==> src/rtl/pc8001_ps2_keymatrix.sv <==
// PS/2 key events (hps_io ps2_key bus) to the PC-8001 10x8 keyboard matrix.
// Each physical key has its own held bit; matrix bits OR their sources and the row read is registered.
module pc8001_ps2_keymatrix #(
    parameter logic [8:0] KANA_CODE = 9'h013,
    parameter logic [8:0] STOP_CODE = 9'h001
) (
    input  logic        clk_sys,
    input  logic        reset,
    input  logic [10:0] ps2_key,
    input  logic [3:0]  row_sel,
    output logic [7:0]  row_data,
    output logic        kana_lock,
    output logic        key_any
);

    // Indices 0..79 are row*8+col of a key's primary source; 80+ are alternate
    // sources that share a matrix bit, plus the LEFT/DOWN virtual keys.
    localparam int NSRC      = 86;
    localparam int SRC_RET2  = 80;
    localparam int SRC_INS   = 81;
    localparam int SRC_RSH   = 82;
    localparam int SRC_RCTL  = 83;
    localparam int SRC_LEFT  = 84;
    localparam int SRC_DOWN  = 85;

    logic            tog_reg;
    logic [NSRC-1:0] held_reg;
    logic [NSRC-1:0] held_next;
    logic            key_ev;
    logic            is_kana;
    logic            src_valid;
    logic [6:0]      src_idx;
    logic [79:0]     mat;
    logic [7:0]      row_vec;

    // Returns {valid, source index}; ext bit must match exactly.
    function automatic logic [7:0] key_src(input logic [8:0] key);
        logic [7:0] r;
        r = 8'h00;
        if (key == STOP_CODE) begin
            r = {1'b1, 7'd72};
        end else begin
            case (key)
                9'h070: r = {1'b1, 7'd0};
                9'h069: r = {1'b1, 7'd1};
                9'h072: r = {1'b1, 7'd2};
                9'h07A: r = {1'b1, 7'd3};
                9'h06B: r = {1'b1, 7'd4};
                9'h073: r = {1'b1, 7'd5};
                9'h074: r = {1'b1, 7'd6};
                9'h06C: r = {1'b1, 7'd7};
                9'h075: r = {1'b1, 7'd8};
                9'h07D: r = {1'b1, 7'd9};
                9'h07C: r = {1'b1, 7'd10};
                9'h079: r = {1'b1, 7'd11};
                9'h071: r = {1'b1, 7'd14};
                9'h05A: r = {1'b1, 7'd15};
                9'h15A: r = {1'b1, 7'(SRC_RET2)};
                9'h054: r = {1'b1, 7'd16};
                9'h01C: r = {1'b1, 7'd17};
                9'h032: r = {1'b1, 7'd18};
                9'h021: r = {1'b1, 7'd19};
                9'h023: r = {1'b1, 7'd20};
                9'h024: r = {1'b1, 7'd21};
                9'h02B: r = {1'b1, 7'd22};
                9'h034: r = {1'b1, 7'd23};
                9'h033: r = {1'b1, 7'd24};
                9'h043: r = {1'b1, 7'd25};
                9'h03B: r = {1'b1, 7'd26};
                9'h042: r = {1'b1, 7'd27};
                9'h04B: r = {1'b1, 7'd28};
                9'h03A: r = {1'b1, 7'd29};
                9'h031: r = {1'b1, 7'd30};
                9'h044: r = {1'b1, 7'd31};
                9'h04D: r = {1'b1, 7'd32};
                9'h015: r = {1'b1, 7'd33};
                9'h02D: r = {1'b1, 7'd34};
                9'h01B: r = {1'b1, 7'd35};
                9'h02C: r = {1'b1, 7'd36};
                9'h03C: r = {1'b1, 7'd37};
                9'h02A: r = {1'b1, 7'd38};
                9'h01D: r = {1'b1, 7'd39};
                9'h022: r = {1'b1, 7'd40};
                9'h035: r = {1'b1, 7'd41};
                9'h01A: r = {1'b1, 7'd42};
                9'h05B: r = {1'b1, 7'd43};
                9'h05D: r = {1'b1, 7'd44};
                9'h00E: r = {1'b1, 7'd45};
                9'h055: r = {1'b1, 7'd46};
                9'h04E: r = {1'b1, 7'd47};
                9'h045: r = {1'b1, 7'd48};
                9'h016: r = {1'b1, 7'd49};
                9'h01E: r = {1'b1, 7'd50};
                9'h026: r = {1'b1, 7'd51};
                9'h025: r = {1'b1, 7'd52};
                9'h02E: r = {1'b1, 7'd53};
                9'h036: r = {1'b1, 7'd54};
                9'h03D: r = {1'b1, 7'd55};
                9'h03E: r = {1'b1, 7'd56};
                9'h046: r = {1'b1, 7'd57};
                9'h052: r = {1'b1, 7'd58};
                9'h04C: r = {1'b1, 7'd59};
                9'h041: r = {1'b1, 7'd60};
                9'h049: r = {1'b1, 7'd61};
                9'h04A: r = {1'b1, 7'd62};
                9'h051: r = {1'b1, 7'd63};
                9'h16C: r = {1'b1, 7'd64};
                9'h175: r = {1'b1, 7'd65};
                9'h174: r = {1'b1, 7'd66};
                9'h066: r = {1'b1, 7'd67};
                9'h171: r = {1'b1, 7'(SRC_INS)};
                9'h011: r = {1'b1, 7'd68};
                9'h012: r = {1'b1, 7'd70};
                9'h059: r = {1'b1, 7'(SRC_RSH)};
                9'h014: r = {1'b1, 7'd71};
                9'h114: r = {1'b1, 7'(SRC_RCTL)};
                9'h005: r = {1'b1, 7'd73};
                9'h006: r = {1'b1, 7'd74};
                9'h004: r = {1'b1, 7'd75};
                9'h00C: r = {1'b1, 7'd76};
                9'h003: r = {1'b1, 7'd77};
                9'h029: r = {1'b1, 7'd78};
                9'h076: r = {1'b1, 7'd79};
                9'h16B: r = {1'b1, 7'(SRC_LEFT)};
                9'h172: r = {1'b1, 7'(SRC_DOWN)};
                default: r = 8'h00;
            endcase
        end
        return r;
    endfunction

    always_comb begin
        key_ev               = ps2_key[10] ^ tog_reg;
        is_kana              = (ps2_key[8:0] == KANA_CODE);
        {src_valid, src_idx} = key_src(ps2_key[8:0]);
        held_next            = held_reg;
        // Typematic repeats and releases of unheld keys rewrite the same value.
        if (key_ev && src_valid && !is_kana)
            held_next[src_idx] = ps2_key[9];
    end

    always_comb begin
        mat     = held_reg[79:0];
        mat[15] = held_reg[15] | held_reg[SRC_RET2];
        mat[65] = held_reg[65] | held_reg[SRC_DOWN];
        mat[66] = held_reg[66] | held_reg[SRC_LEFT];
        mat[67] = held_reg[67] | held_reg[SRC_INS];
        mat[69] = held_reg[69] | kana_lock;
        // Cursor LEFT/DOWN are RIGHT/UP with SHIFT on the PC-8001 matrix.
        mat[70] = held_reg[70] | held_reg[SRC_RSH] | held_reg[SRC_LEFT] | held_reg[SRC_DOWN];
        mat[71] = held_reg[71] | held_reg[SRC_RCTL];
        row_vec = 8'h00;
        for (int r = 0; r < 10; r++) begin
            if (row_sel == 4'(r))
                row_vec = mat[r*8 +: 8];
        end
    end

    always_ff @(posedge clk_sys) begin
        tog_reg <= ps2_key[10];
        if (reset) begin
            held_reg  <= '0;
            kana_lock <= 1'b0;
            row_data  <= 8'hFF;
            key_any   <= 1'b0;
        end else begin
            held_reg <= held_next;
            if (key_ev && is_kana && ps2_key[9])
                kana_lock <= ~kana_lock;
            row_data <= ~row_vec;
            key_any  <= (|held_reg) | kana_lock;
        end
    end

endmodule
==> config.mk <==
export PLATFORM = sky130hd
export DESIGN_NAME = pc8001_ps2_keymatrix
export DESIGN_NICKNAME = d
export VERILOG_FILES = /design/src/rtl/pc8001_ps2_keymatrix.sv
export SDC_FILE = /design/constraint.sdc
export NUM_CORES = 1
export LEC_CHECK = 0
export BUFFER_PORTS_ARGS = -buffer_cell sky130_fd_sc_hd__buf_2
export CAP_MARGIN = 20
export CELL_PAD_IN_SITES_DETAIL_PLACEMENT = 0
export CELL_PAD_IN_SITES_GLOBAL_PLACEMENT = 1
export CORE_ASPECT_RATIO = 0.7
export CORE_MARGIN = 4
export CORE_UTILIZATION = 30
export DETAILED_ROUTE_END_ITERATION = 10
export PLACE_DENSITY = 0.57
export SYNTH_ARGS = -nofsm -noshare
export SYNTH_HDL_FRONTEND = slang
export SYNTH_SLANG_ARGS = --single-unit
==> constraint.sdc <==
create_clock -name clk_sys -period 4.5 [get_ports clk_sys]
set_clock_uncertainty 0.05 [all_clocks]
set_input_delay 1.125 -clock clk_sys [delete_from_list [all_inputs] [get_ports clk_sys]]
set_output_delay 1.125 -clock clk_sys [all_outputs]
set_load 0.02 [all_outputs]
# Word-level counts from Yosys, hierarchy flattened
# Index checks and enable logic that the tools add are counted.
[totals]
in_bits = 17
latch_bits = 0
output_inout_bits = 10
register_bits = 97
word_cells = 136
mem_count = 0
ram_bits = 0
rom_bits = 0
[op_classes]
mul = 0
add_sub_neg = 0
muxes = 15
n_shift = 0
magnitude_cmp = 2
n_bitwise = 13
eq_ne = 93
div_mod_pow = 0
reduce_logical = 8
[op_table]
columns = ["operator", "n"]
rows = [
  ["$pmux 8 s82", 1],
  ["$eq 9x7->1 const B", 35],
  ["$eq 9x6->1 const B", 23],
  ["$eq 9x5->1 const B", 11],
  ["$mux 8", 11],
  ["$bwmux 86", 1],
  ["$reduce_or 86->1", 1],
  ["$eq 9x9->1 const B", 8],
  ["$eq 9x3->1 const B", 3],
  ["$eq 9x4->1 const B", 2],
  ["$eq 4x3->1 const B", 4],
  ["$or 1x1->1", 10],
  ["$eq 9x1->1 const B", 1],
  ["$eq 9x2->1 const B", 1],
  ["$eq 4x2->1 const B", 2],
  ["$eq 4x4->1 const B", 2],
  ["$lt 7x8->1 const B", 1],
  ["$not 8->8", 1],
  ["$demux 1 s7", 1],
  ["$ge 7x1->1 const B", 1],
  ["$logic_and 1x1->1", 5],
  ["$eq 4x1->1 const B", 1],
  ["$logic_not 4->1", 1],
  ["$logic_not 1->1", 1],
  ["other kinds (3)", 3],
]

# Longest topological paths before layout
# Gate-level depths: netlist (run 1).
[logic_depth]
word_depth = 12
mapped_depth = 13

# Worst setup path before layout (run 1)
# No wires, ideal clock.
[synth_timing]
path_kind = "input port to flip-flop"
startpoint = "input port ps2_key[1]"
endpoint = "register held_reg[18]"
path_stages = 9
t_arrival_ps = 3493
setup_ps = 132
path_slack_ps = 825
path_buffers = 2
required_time_ps = 4318
path_cell_list = "buf_6 buf_6 nor2b_1 a32o_1 a221o_1 or4b_4 nor4_4 nand3_1 mux2i_1"
[synth_via]
elab_chain_len = 8
word_cells_on_any_way = 95
classes_between = "2 x order compare; 84 x eq/ne; 5 x mux; 4 x reduce/logical"
[synth_lines]
columns = ["item", "line_no", "source"]
rows = [
  ["start, declared", "9", "input logic [10:0] ps2_key,"],
  ["$eq 9x9->1 (tied with other cells)", "43", "case (key)"],
  ["$pmux 8 s82", "43", ""],
  ["$mux 8", "40", "if (key == STOP_CODE) begin"],
  ["$lt 7x8->1 (not written as such) or $ge 7x1->1 (tied branches)", "139", "held_next[src_idx] = ps2_key[9];"],
  ["$logic_and 1x1->1 (not written as such)", "139", ""],
  ["$mux 1 (not written as such)", "139", ""],
  ["$demux 1 s7", "139", ""],
  ["$bwmux 86", "139", ""],
  ["end signal, assigned", "167", "held_reg <= held_next;"],
  ["end, declared", "27", "logic [NSRC-1:0] held_reg;"],
]
# Parallel ways exist; a longest one is shown, timed or not.
# A chain may end at the register's enable or synchronous reset.

# Worst setup path in the final report (run 1)
[layout_timing]
startpoint = "input port ps2_key[2]"
endpoint = "register held_reg[35]"
# The elaborated chain is that of the path after synthesis.

==> results of run 1 <==
worst max-delay path by stage:
stage	endpoint	depth (start not counted)	slack, ns	start
final	held_reg[35]	11	0.50	ps2_key[2]
after global routing	held_reg[27]	11	0.37	ps2_key[2]
after CTS	held_reg[14]	10	0.58	ps2_key[6]
after detailed placement	held_reg[14]	10	0.21	ps2_key[6]
after global placement	held_reg[14]	13	0.06	ps2_key[1]
after floorplan	held_reg[18]	9	0.83	ps2_key[1]
layout by cell type, fill, tap and decap left out, types with 7 or more instances in the layout:
cell type  netlist  final
nand3_1         45     45
a2111oi_0        8      8
o21ai_0         43     43
a21oi_1         28     28
nand2b_1        65     64
buf_2           18     26
buf_4           14     89
nor3_1          25     25
nor2b_1         22     22
dfxtp_1         97     97
nor2_1          54     54
or3_1            8      8
o22ai_1          7      7
mux2i_1         75     75
nand4_1         23     23
nand3b_1        10     10
buf_12           0      7
and3_1           7      7
nand2_1         56     56
o31ai_1         15     15
nor4_1          28     28
clkbuf_16        0      9
power breakdown:
group / total [mW] / internal (mW) / switching, mW
sequential: 0.862 / 0.861 / 0.00163
combinational: 0.340 / 0.120 / 0.221
clock: 0.754 / 0.383 / 0.371
per-layer routing:
metal	GRT usage	vias to the layer above	share of wire
li1	-	3250	-
met1	0.361	3373	0.54
met3	0.0669	13	0.10
met5	0	-	0
met2	0.259	335	0.36
met4	0.0240	0	0.0044
layout make-up:
cell class / count / share of cell area
clock buffers: 10 / 0.0284
clock inverters: 6 / 0.00651
inverters: 8 / 0.00372
multi-input cells: 657 / 0.557
flip-flops and latches: 97 / 0.240
well taps: 305 / 0.0473
repair buffers: 122 / 0.116
logic make-up (layout without fill, tap and decap cells):
kind of cell,Yosys count,count (layout),synth area share
and+or+nand+nor,401,401,0.344
AOI/OAI and AO/OA,170,170,0.174
DFF,97,97,0.285
buffers and inverters,82,146,0.0605
muxes,81,81,0.128
xor gates and xnor gates,4,4,0.00624
adders and majority gates,1,1,0.00147
stage by stage:
stage	std cells	worst slack (ns)
4_1_cts	1205	0.579
5_1_grt	1205	0.372
3_3_place_gp	1189	0.0618
6_report	1205	0.497
2_1_floorplan	836	0.825
3_5_place_dp	1189	0.205
worst max-delay path, cell delays in order:
cell and delay (ns):
buf_2 0.26, buf_4 0.27, nand2b_1 0.34, a2111oi_0 0.17, a2111o_1 0.37, a41oi_1 0.41, nand4_1 0.23, or3_1 0.52
buf_4 0.21, o21ai_0 0.16, a21oi_1 0.09
==> summary.txt, run 1 <==
Logic synthesis
  – Synth Net Count: 853
  – Synth area leaders: dfxtp_1 28%, mux2i_1 11%, nand2b_1 6.0%
  – FFs w/ async S/R, synth: 0
  – Top cell type's share of synthesized area: 0.285
  – Cell count after synthesis: about 840
  – Seq cells post-synth: 97
  – Post-synthesis sequential area ratio: 0.285
  – Yosys warns: 0
  – Post-synth top cells: 97 x dfxtp_1, 75 x mux2i_1, 65 x nand2b_1
  – Largest area contributor in the netlist: dfxtp_1
  – Avg Cell Area, Syn: 8.16 um^2
  – Ys flop type: dfxtp_1
  – Count leader, synth: dfxtp_1
  – Mapped Area: 6820 um^2
  – Number of synthesized flops with an enable pin: 0
  – Synth cell types: 86

Timing
  – Slew @ Worst Pin: between 0.9 and 1 ns
  – Crit path time final: between 4 and 5 ns
  – Unrepaired setup endpoints after global routing: false
  – Period utilization: 0.890
  – Endpoints failing setup: 0
  – Setup TNS Final: 0 ns
  – Pins Over Slew Limit: 0
  – Worst slew margin: 0.393
  – Fmax: 250 MHz
  – Fin. Hold Viols: 0
  – Fin Hold WS: 0.421 ns

Cells and area
  – Post-layout nets: 912
  – Final core occ: 0.367
  – Antenna diodes: 0
  – Area of the multi-input gates: 4500 um^2
  – Layout cells sized above 1: 0.200
  – # fillers: 2288
  – Max reg flops: 86
  – P&R area growth vs syn: 18.4%
  – Final Cell Area: 8080 um^2
  – Register area: 1940 um^2

Clock tree
  – Clock latency on the worst-skew pair: 0.36 ns
  – Worst-path clk slew: ~0.080 ns
  – Num CTS Buffers: 9
  – Cts-stage hold buffer count: 0
  – # H-tree levels: 3
  – Clock root cell: clkbuf_16
  – PostCTS Resize Cnt: 0
  – CTS tree: yes
  – Num Clock Sinks: 97
  – Clk buf depth: 2
  – Post-CTS setup buffer count: 0

Route
  – # DRC: 0
  – Via Count: 6971
  – Vias/cell: 5.79
  – DR WL/cell: 22.9 um
  – WL final: about 28000 um
  – Routed Antenna Nets: 0
  – Iter 0 DRT Violations: 952
  – Initial DRT Pass Iterations: 5

Hold path
  – Hold-critical path depth: 1
  – WHS Endpoint: held_reg[69]
  – Hold/Removal Path Class: reg -> reg
  – Hold_sp: held_reg[69]

Floorplan
  – Die Area: between 20000 and 30000 um^2
  – Io pins: 27
  – Die height: 134 um
  – Core box area: 22000 um^2
  – Die W: 188 um
  – Num rows: 45
  – Initial core utilization: 0.310

Setup path
  – Reg-to-Reg Start: tog_reg
  – Reg2reg path depth: 8
  – R2r setup slk: 2.40 ns
  – Kind of critical path: in -> reg
  – CP Capture Type: flip-flop
  – R2r endpoint: held_reg[35]
  – Startpoint Class: input pin
  – Crit path arrival time: 4.16 ns
  – Crit-path max FO: 15
  – Required time worst endpoint: 4.65 ns

Power
  – Worst vdd ir: roughly 170 uV
  – Power Dens Cells: 242 nW/um^2
  – Power Total: 1.96 mW
  – P_leak: 3.15 nW

GRT
  – Grt ovf: 0
  – First-pass GRT wire length: about 42000 um
  – Initial antenna violation count: 0
  – Vias in the first global route: 6325
  – All-Layer GR Usage: 0.214
  – Largest net degree at the start of global routing: a little under 100

Placement
  – DP HPWL: 20800 um
  – Final GP Congestion: 0.964
  – # port buffers: 26
  – Placed Area: 7790 um^2

Run
  – Max-cap violations: 0

Outcome
  – Status: complete, no violations
Note: power is estimated with default switching activity, not from simulation.
==> run 2, diff against run 1 <==
--- a/config.mk
+++ b/config.mk
@@ -9,9 +9,10 @@
 export CAP_MARGIN = 20
 export CELL_PAD_IN_SITES_DETAIL_PLACEMENT = 0
 export CELL_PAD_IN_SITES_GLOBAL_PLACEMENT = 1
-export CORE_ASPECT_RATIO = 0.7
+export CORE_ASPECT_RATIO = 1.5
 export CORE_MARGIN = 4
 export CORE_UTILIZATION = 30
+export CTS_BUF_LIST = sky130_fd_sc_hd__clkbuf_2 sky130_fd_sc_hd__clkbuf_4 sky130_fd_sc_hd__clkbuf_8
 export DETAILED_ROUTE_END_ITERATION = 10
 export PLACE_DENSITY = 0.57
 export SYNTH_ARGS = -nofsm -noshare
==> run 2 against run 1 <==
Net effect: wire length rose by 1.0%; utilization is 2.0 points lower; setup slack gained 0.068 ns; maximum frequency increased by 1.7%; sequential power barely moved; non-clock buffer count is 23 lower; design area down 4.0%.
==> summary.txt, run 2 (synthesis results as in run 1) <==
Run
  – Max-cap violations: 0 (unchanged)

Route
  – Via Count: 6875 (-1.4%)
  – Iter 0 DRT Violations: 613 (-36%)
  – Vias/cell: 5.97 (+3.2%)
  – # DRC: 0 (unchanged)
  – Routed Antenna Nets: 0 (unchanged)
  – WL final: 27900 um (+1.0%)
  – DR WL/cell: 24.2 um (+5.7%)
  – Initial DRT Pass Iterations: 5 (unchanged)

Hold path
  – Hold/Removal Path Class: reg -> reg
  – Hold-critical path depth: 1 (unchanged)

Power
  – Worst vdd ir: 118 uV (-32%)
  – P_leak: 3.01 nW (-4.4%)
  – Power Total: 1.77 mW (-9.7%)
  – Power Dens Cells: 228 nW/um^2 (-6.0%)

Clock tree
  – Cts-stage hold buffer count: 0 (unchanged)
  – Post-CTS setup buffer count: 0 (unchanged)
  – Clk buf depth: 2 (unchanged)
  – Clock root cell: clkbuf_8
  – Clock latency on the worst-skew pair: 0.37 ns (about the same)
  – Num Clock Sinks: 97 (unchanged)
  – Num CTS Buffers: 9 (unchanged)
  – Worst-path clk slew: 0.10 ns (+0.02 ns)
  – PostCTS Resize Cnt: 0 (unchanged)
  – # H-tree levels: 3 (unchanged)
  – CTS tree: yes

Timing
  – Final WS setup: 0.565 ns (+0.0679 ns)
  – Unrepaired setup endpoints after global routing: false
  – Period utilization: 0.874 (-0.0151)
  – Setup TNS Final: 0 ns (unchanged)
  – Crit path time final: 3.94 ns (-0.0679 ns)
  – Endpoints failing setup: 0 (unchanged)
  – Worst slew margin: 0.389 (-0.00436)
  – Fin. Hold Viols: 0 (unchanged)
  – Pins Over Slew Limit: 0 (unchanged)
  – Slew @ Worst Pin: 0.917 ns (+0.00654 ns)
  – Fmax: 254 MHz (+1.7%)

Cells and area
  – # fillers: 2354 (+2.9%)
  – Most frequent cells in the layout: 97 x dfxtp_1, 75 x mux2i_1, 66 x buf_4
  – Register area: 1940 um^2 (unchanged)
  – Antenna diodes: 0 (unchanged)
  – Area of the multi-input gates: 4480 um^2 (-0.44%)
  – Layout cells sized above 1: 0.179 (-0.0208)
  – P&R area growth vs syn: 13.7%
  – Most common cell after layout, fill and taps aside: dfxtp_1
  – Max reg flops: 86 (unchanged)
  – Post-layout nets: 889 (-2.5%)

Setup path
  – Kind of critical path: in -> reg
  – Critical Path End: held_reg[62]
  – CP max-delay cell: or4b_2
  – Required time worst endpoint: 4.68 ns (+0.03 ns)
  – Launch point of the worst path: ps2_key[0]
  – Worst path max stage delay: 0.66 ns (+0.14 ns)
  – Reg-to-Reg Start: tog_reg
  – Crit path arrival time: 4.12 ns (-0.04 ns)
  – R2r setup slk: 2.28 ns (-0.12 ns)
  – Crit-path max FO: 17 (+2)
  – Reg2reg path depth: 6 (-2)
  – CP Capture Type: flip-flop
  – R2r endpoint: held_reg[9]
  – Startpoint Class: input pin
  – Critical path cell sequence: buf_2, buf_12, or4b_2, nor3_1, nor4b_1, nor4b_2, a31oi_2, buf_4, and3_1, nand2_1, mux2i_1

GRT
  – All-Layer GR Usage: 0.218 (+0.00377)
  – First-pass GRT wire length: 42500 um (+2.1%)
  – Largest net degree at the start of global routing: 98 (unchanged)
  – Vias in the first global route: 6799 (+7.5%)
  – Initial antenna violation count: 0 (unchanged)
  – Grt ovf: 0 (unchanged)

Floorplan
  – Die Area: 25300 um^2 (about the same)
  – Num rows: 67 (+49%)
  – Initial core utilization: 0.305 (-0.00509)
  – Core box area: 22400 um^2 (+1.7%)
  – Io pins: 27 (unchanged)
  – Die height: 193 um (+44%)
  – Die W: 131 um (-30%)

Outcome
  – Status: complete, no violations

Placement
  – # port buffers: 26 (unchanged)
  – Dpl ws: 0.272 ns (+0.0671 ns)
  – Final GP Congestion: 0.981 (+1.8%)
  – DP HPWL: 21000 um (+0.77%)
run 2: cell types whose count changed in the layout (fill, tap and decap cells not counted), sizes merged:
cell,change
buf,-23
bufinv,+1
clkbuf,-1
clkinvlp,-2
inv,+1
run 2: area by class of cell:
cell class,count,share of cell area
Inverter,8,0.00387
Multi-Input combinational cell,657,0.578
Sequential cell,97,0.250
Clock inverter,6,0.00855
Tap cell,276,0.0445
Clock buffer,9,0.0160
Timing Repair Buffer,99,0.0987
run 2: critical path, delay by kind of cell:
kind	cells	cell delay, ns
AOI/OAI and AO/OA	1	0.20
buffers and inverters	3	0.69
and+or+nand+nor	6	1.96
muxes	1	0.14
run 2: worst min path at each step:
stage	start	end
5_1_grt	held_reg[69]	held_reg[69]
3_3_place_gp	held_reg[69]	held_reg[69]
4_1_cts	held_reg[69]	held_reg[69]
6_report	held_reg[69]	held_reg[69]
2_1_floorplan	held_reg[69]	held_reg[69]
3_5_place_dp	held_reg[69]	held_reg[69]
run 2: routing by layer:
| layer | global-route usage | part of all wire | up-vias |
|---|---|---|---|
| met3 | 0.0214 | 0.049 | 107 |
| met5 | 0 | 0 | - |
| li1 | - | - | 3208 |
| met2 | 0.408 | 0.51 | 319 |
| met4 | 0.129 | 0.067 | 0 |
| met1 | 0.239 | 0.37 | 3241 |
run 2: power breakdown:
group | internal, mW | switching, mW
Sequential | 0.861 | 0.00146
Clock | 0.259 | 0.327
Combinational | 0.109 | 0.210
run 2: stage by stage:
| step | hold WS, ns | util | instances | area, um^2 |
|---|---|---|---|---|
| after floorplan | 0.389 | - | 836 | 6820 |
| after global placement | 0.403 | 0.338 | 1137 | 7560 |
| after detailed placement | 0.410 | 0.338 | 1137 | 7560 |
| after CTS | 0.426 | 0.346 | 1152 | 7750 |
| after global routing | 0.446 | 0.346 | 1152 | 7750 |
| final | 0.426 | 0.346 | 1152 | 7750 |
==> run 3, diff against run 2 <==
--- a/config.mk
+++ b/config.mk
@@ -7,7 +7,7 @@
 export LEC_CHECK = 0
 export BUFFER_PORTS_ARGS = -buffer_cell sky130_fd_sc_hd__buf_2
 export CAP_MARGIN = 20
-export CELL_PAD_IN_SITES_DETAIL_PLACEMENT = 0
+export CELL_PAD_IN_SITES_DETAIL_PLACEMENT = 1
 export CELL_PAD_IN_SITES_GLOBAL_PLACEMENT = 1
 export CORE_ASPECT_RATIO = 1.5
 export CORE_MARGIN = 4
==> run 3 against run 2 <==
Net effect: design area fell by 0.18%; flip-flop and latch count did not move; largest cell class unchanged; first-iteration DRC count fell by 6.4%; critical path depth rose by 2; clock power fell by 6.3%; die area did not move; worst hold slack improved by 0.0025 ns; total power fell by 2.0%; wire length rose by 3.3%.
==> summary.txt, run 3 (synthesis results as in run 1) <==
Setup path
  – CP Capture Type: flip-flop
  – Kind of critical path: in -> reg
  – Critical Path End: held_reg[3]
  – R2r setup slk: 2.28 ns (about the same)
  – Reg-to-Reg Start: tog_reg
  – Required time worst endpoint: 4.69 ns (about the same)
  – Startpoint Class: input pin
  – Crit-path max FO: 24 (+7)
  – Launch point of the worst path: ps2_key[6]
  – Reg2reg path depth: 6 (unchanged)
  – Crit path arrival time: 4.10 ns (-0.02 ns)
  – R2r endpoint: held_reg[9]

Clock tree
  – Num CTS Buffers: 9 (unchanged)
  – Cts-stage hold buffer count: 0 (unchanged)
  – Clock root cell: clkbuf_8
  – CTS tree: yes
  – Worst-path clk slew: 0.10 ns (about the same)
  – PostCTS Resize Cnt: 0 (unchanged)
  – Post-CTS setup buffer count: 0 (unchanged)
  – Clock latency on the worst-skew pair: 0.38 ns (about the same)
  – # H-tree levels: 3 (unchanged)
  – Clk buf depth: 2 (unchanged)
  – Num Clock Sinks: 97 (unchanged)

Route
  – Uppermost layer routed: met4
  – Met2 wire len: 14600 um (+2.6%)
  – Via Count: 6903 (+0.41%)
  – DR WL/cell: 25.0 um (+3.3%)
  – Metal-1 WL: 11000 um (+5.8%)
  – # DRC: 0 (unchanged)
  – Routed Antenna Nets: 0 (unchanged)
  – WL final: 28800 um (+3.3%)
  – Iter 0 DRT Violations: 574 (-6.4%)
  – Vias/cell: 5.99 (+0.41%)
  – Initial DRT Pass Iterations: 5 (unchanged)
  – Met3 wire length: 1020 um (-25%)

Floorplan
  – Core box area: 22400 um^2 (unchanged)
  – Io pins: 27 (unchanged)
  – Num rows: 67 (unchanged)
  – Die W: 131 um (unchanged)
  – Die Area: 25300 um^2 (unchanged)
  – Initial core utilization: 0.305 (unchanged)
  – Die height: 193 um (unchanged)

Placement
  – Placed Area: 7560 um^2 (unchanged)
  – DP HPWL: 22000 um (+4.8%)
  – Final GP Congestion: 0.981 (unchanged)
  – Dpl ws: 0.217 ns (-0.0555 ns)
  – Dpl cells: 1137 (unchanged)
  – # port buffers: 26 (unchanged)

Power
  – P_leak: 2.99 nW (-0.36%)
  – Switch share: 0.314 (+0.00925)
  – Reg power frac: 0.498 (+0.010)
  – Power share of the clock group: 0.317 (-0.015)
  – Int Power: 1.19 mW (-3.3%)
  – Net Switching: 545 uW (+1.0%)
  – Gate power share: 0.185 (+0.004)
  – Power Dens Cells: 224 nW/um^2 (-1.8%)
  – Worst vdd ir: 153 uV (+30%)

Cells and area
  – Final std cells w/o fill: 1152 (unchanged)
  – Max reg flops: 86 (unchanged)
  – Antenna diodes: 0 (unchanged)
  – Layout cells sized above 1: 0.179 (unchanged)
  – P&R area growth vs syn: 13.5%
  – Post-layout nets: 889 (unchanged)
  – Most common cell after layout, fill and taps aside: dfxtp_1
  – Final Cell Area: 7740 um^2 (-0.18%)
  – Final core occ: 0.346 (-0.000615)
  – Most frequent cells in the layout: 97 x dfxtp_1, 75 x mux2i_1, 66 x buf_4

Timing
  – Pins Over Slew Limit: 0 (unchanged)
  – Final WS setup: 0.592 ns (+0.0273 ns)
  – Unrepaired setup endpoints after global routing: false
  – Fin. Hold Viols: 0 (unchanged)
  – Period utilization: 0.868 (-0.00608)
  – Slew @ Worst Pin: 0.998 ns (+0.0808 ns)
  – Endpoints failing setup: 0 (unchanged)
  – Fmax: 256 MHz (+0.70%)
  – Setup TNS Final: 0 ns (unchanged)
  – Worst slew margin: 0.326 (-0.0629)
  – Crit path time final: 3.91 ns (-0.0273 ns)

Hold path
  – Hold/Removal Path Class: reg -> reg

GRT
  – Grt ovf: 0 (unchanged)
  – Vias in the first global route: 7283 (+7.1%)
  – All-Layer GR Usage: 0.227 (+0.00874)
  – First-pass GRT wire length: 44600 um (+4.8%)
  – Largest net degree at the start of global routing: 98 (unchanged)
  – Initial antenna violation count: 0 (unchanged)

Outcome
  – Status: complete, no violations

Run
  – Max-cap violations: 0 (unchanged)
-- run 3: cell count changes in the layout (fill, tap and decap cells not counted) --
cell / change
bufinv_16: -1
clkbuf_8: +1
clkinv_2: -1
clkinvlp_4: +1
-- run 3: area by class of cell --
cell class / instances / area (um^2)
Clock inverter: 5 / 38.8
Sequential cell: 97 / 1940
Clock buffer: 10 / 138
Multi-Input combinational cell: 657 / 4480
Tap cell: 276 / 345
Timing Repair Buffer: 99 / 766
Inverter: 8 / 30.0
Fill cell: 2685 / 14600
-- run 3: critical path: stages --
cell and delay, ns:
buf_2 0.18, buf_4 0.22, nor4b_2 0.72, nand2_1 0.34, a2bb2oi_1 0.21, o2111ai_1 0.27, buf_4 0.18, nor4_4 0.05
buf_12 0.18, nor3_2 0.21, buf_4 0.21, nand2_1 0.08, mux2i_1 0.12
-- run 3: stage by stage --
stage	hold WS [ns]	total power [mW]
2_1_floorplan	0.389	1.08
3_3_place_gp	0.403	1.20
3_5_place_dp	0.412	1.20
4_1_cts	0.428	1.74
5_1_grt	0.457	1.81
6_report	0.428	1.73
-- run 3: layer usage --
| metal | global-route usage | up-vias |
|---|---|---|
| li1 | - | 3204 |
| met1 | 0.244 | 3376 |
| met2 | 0.420 | 221 |
| met3 | 0.0230 | 102 |
| met4 | 0.152 | 0 |
| met5 | 0 | - |
-- run 3: worst min path at each step --
stage / from / cells after the start / end / slack (ns)
3_5_place_dp: held_reg[69] / 1 / held_reg[69] / 0.41
4_1_cts: held_reg[69] / 1 / held_reg[69] / 0.43
2_1_floorplan: held_reg[69] / 1 / held_reg[69] / 0.39
5_1_grt: held_reg[69] / 1 / held_reg[69] / 0.46
6_report: held_reg[69] / 1 / held_reg[69] / 0.43
3_3_place_gp: held_reg[69] / 1 / held_reg[69] / 0.40
-- run 3: power groups by stage --
stage	registers [mW]	clock network (mW)	logic, mW
2_1_floorplan	0.884	0	0.192
3_3_place_gp	0.882	0	0.320
3_5_place_dp	0.882	0	0.317
4_1_cts	0.862	0.564	0.318
5_1_grt	0.863	0.603	0.341
6_report	0.862	0.549	0.321
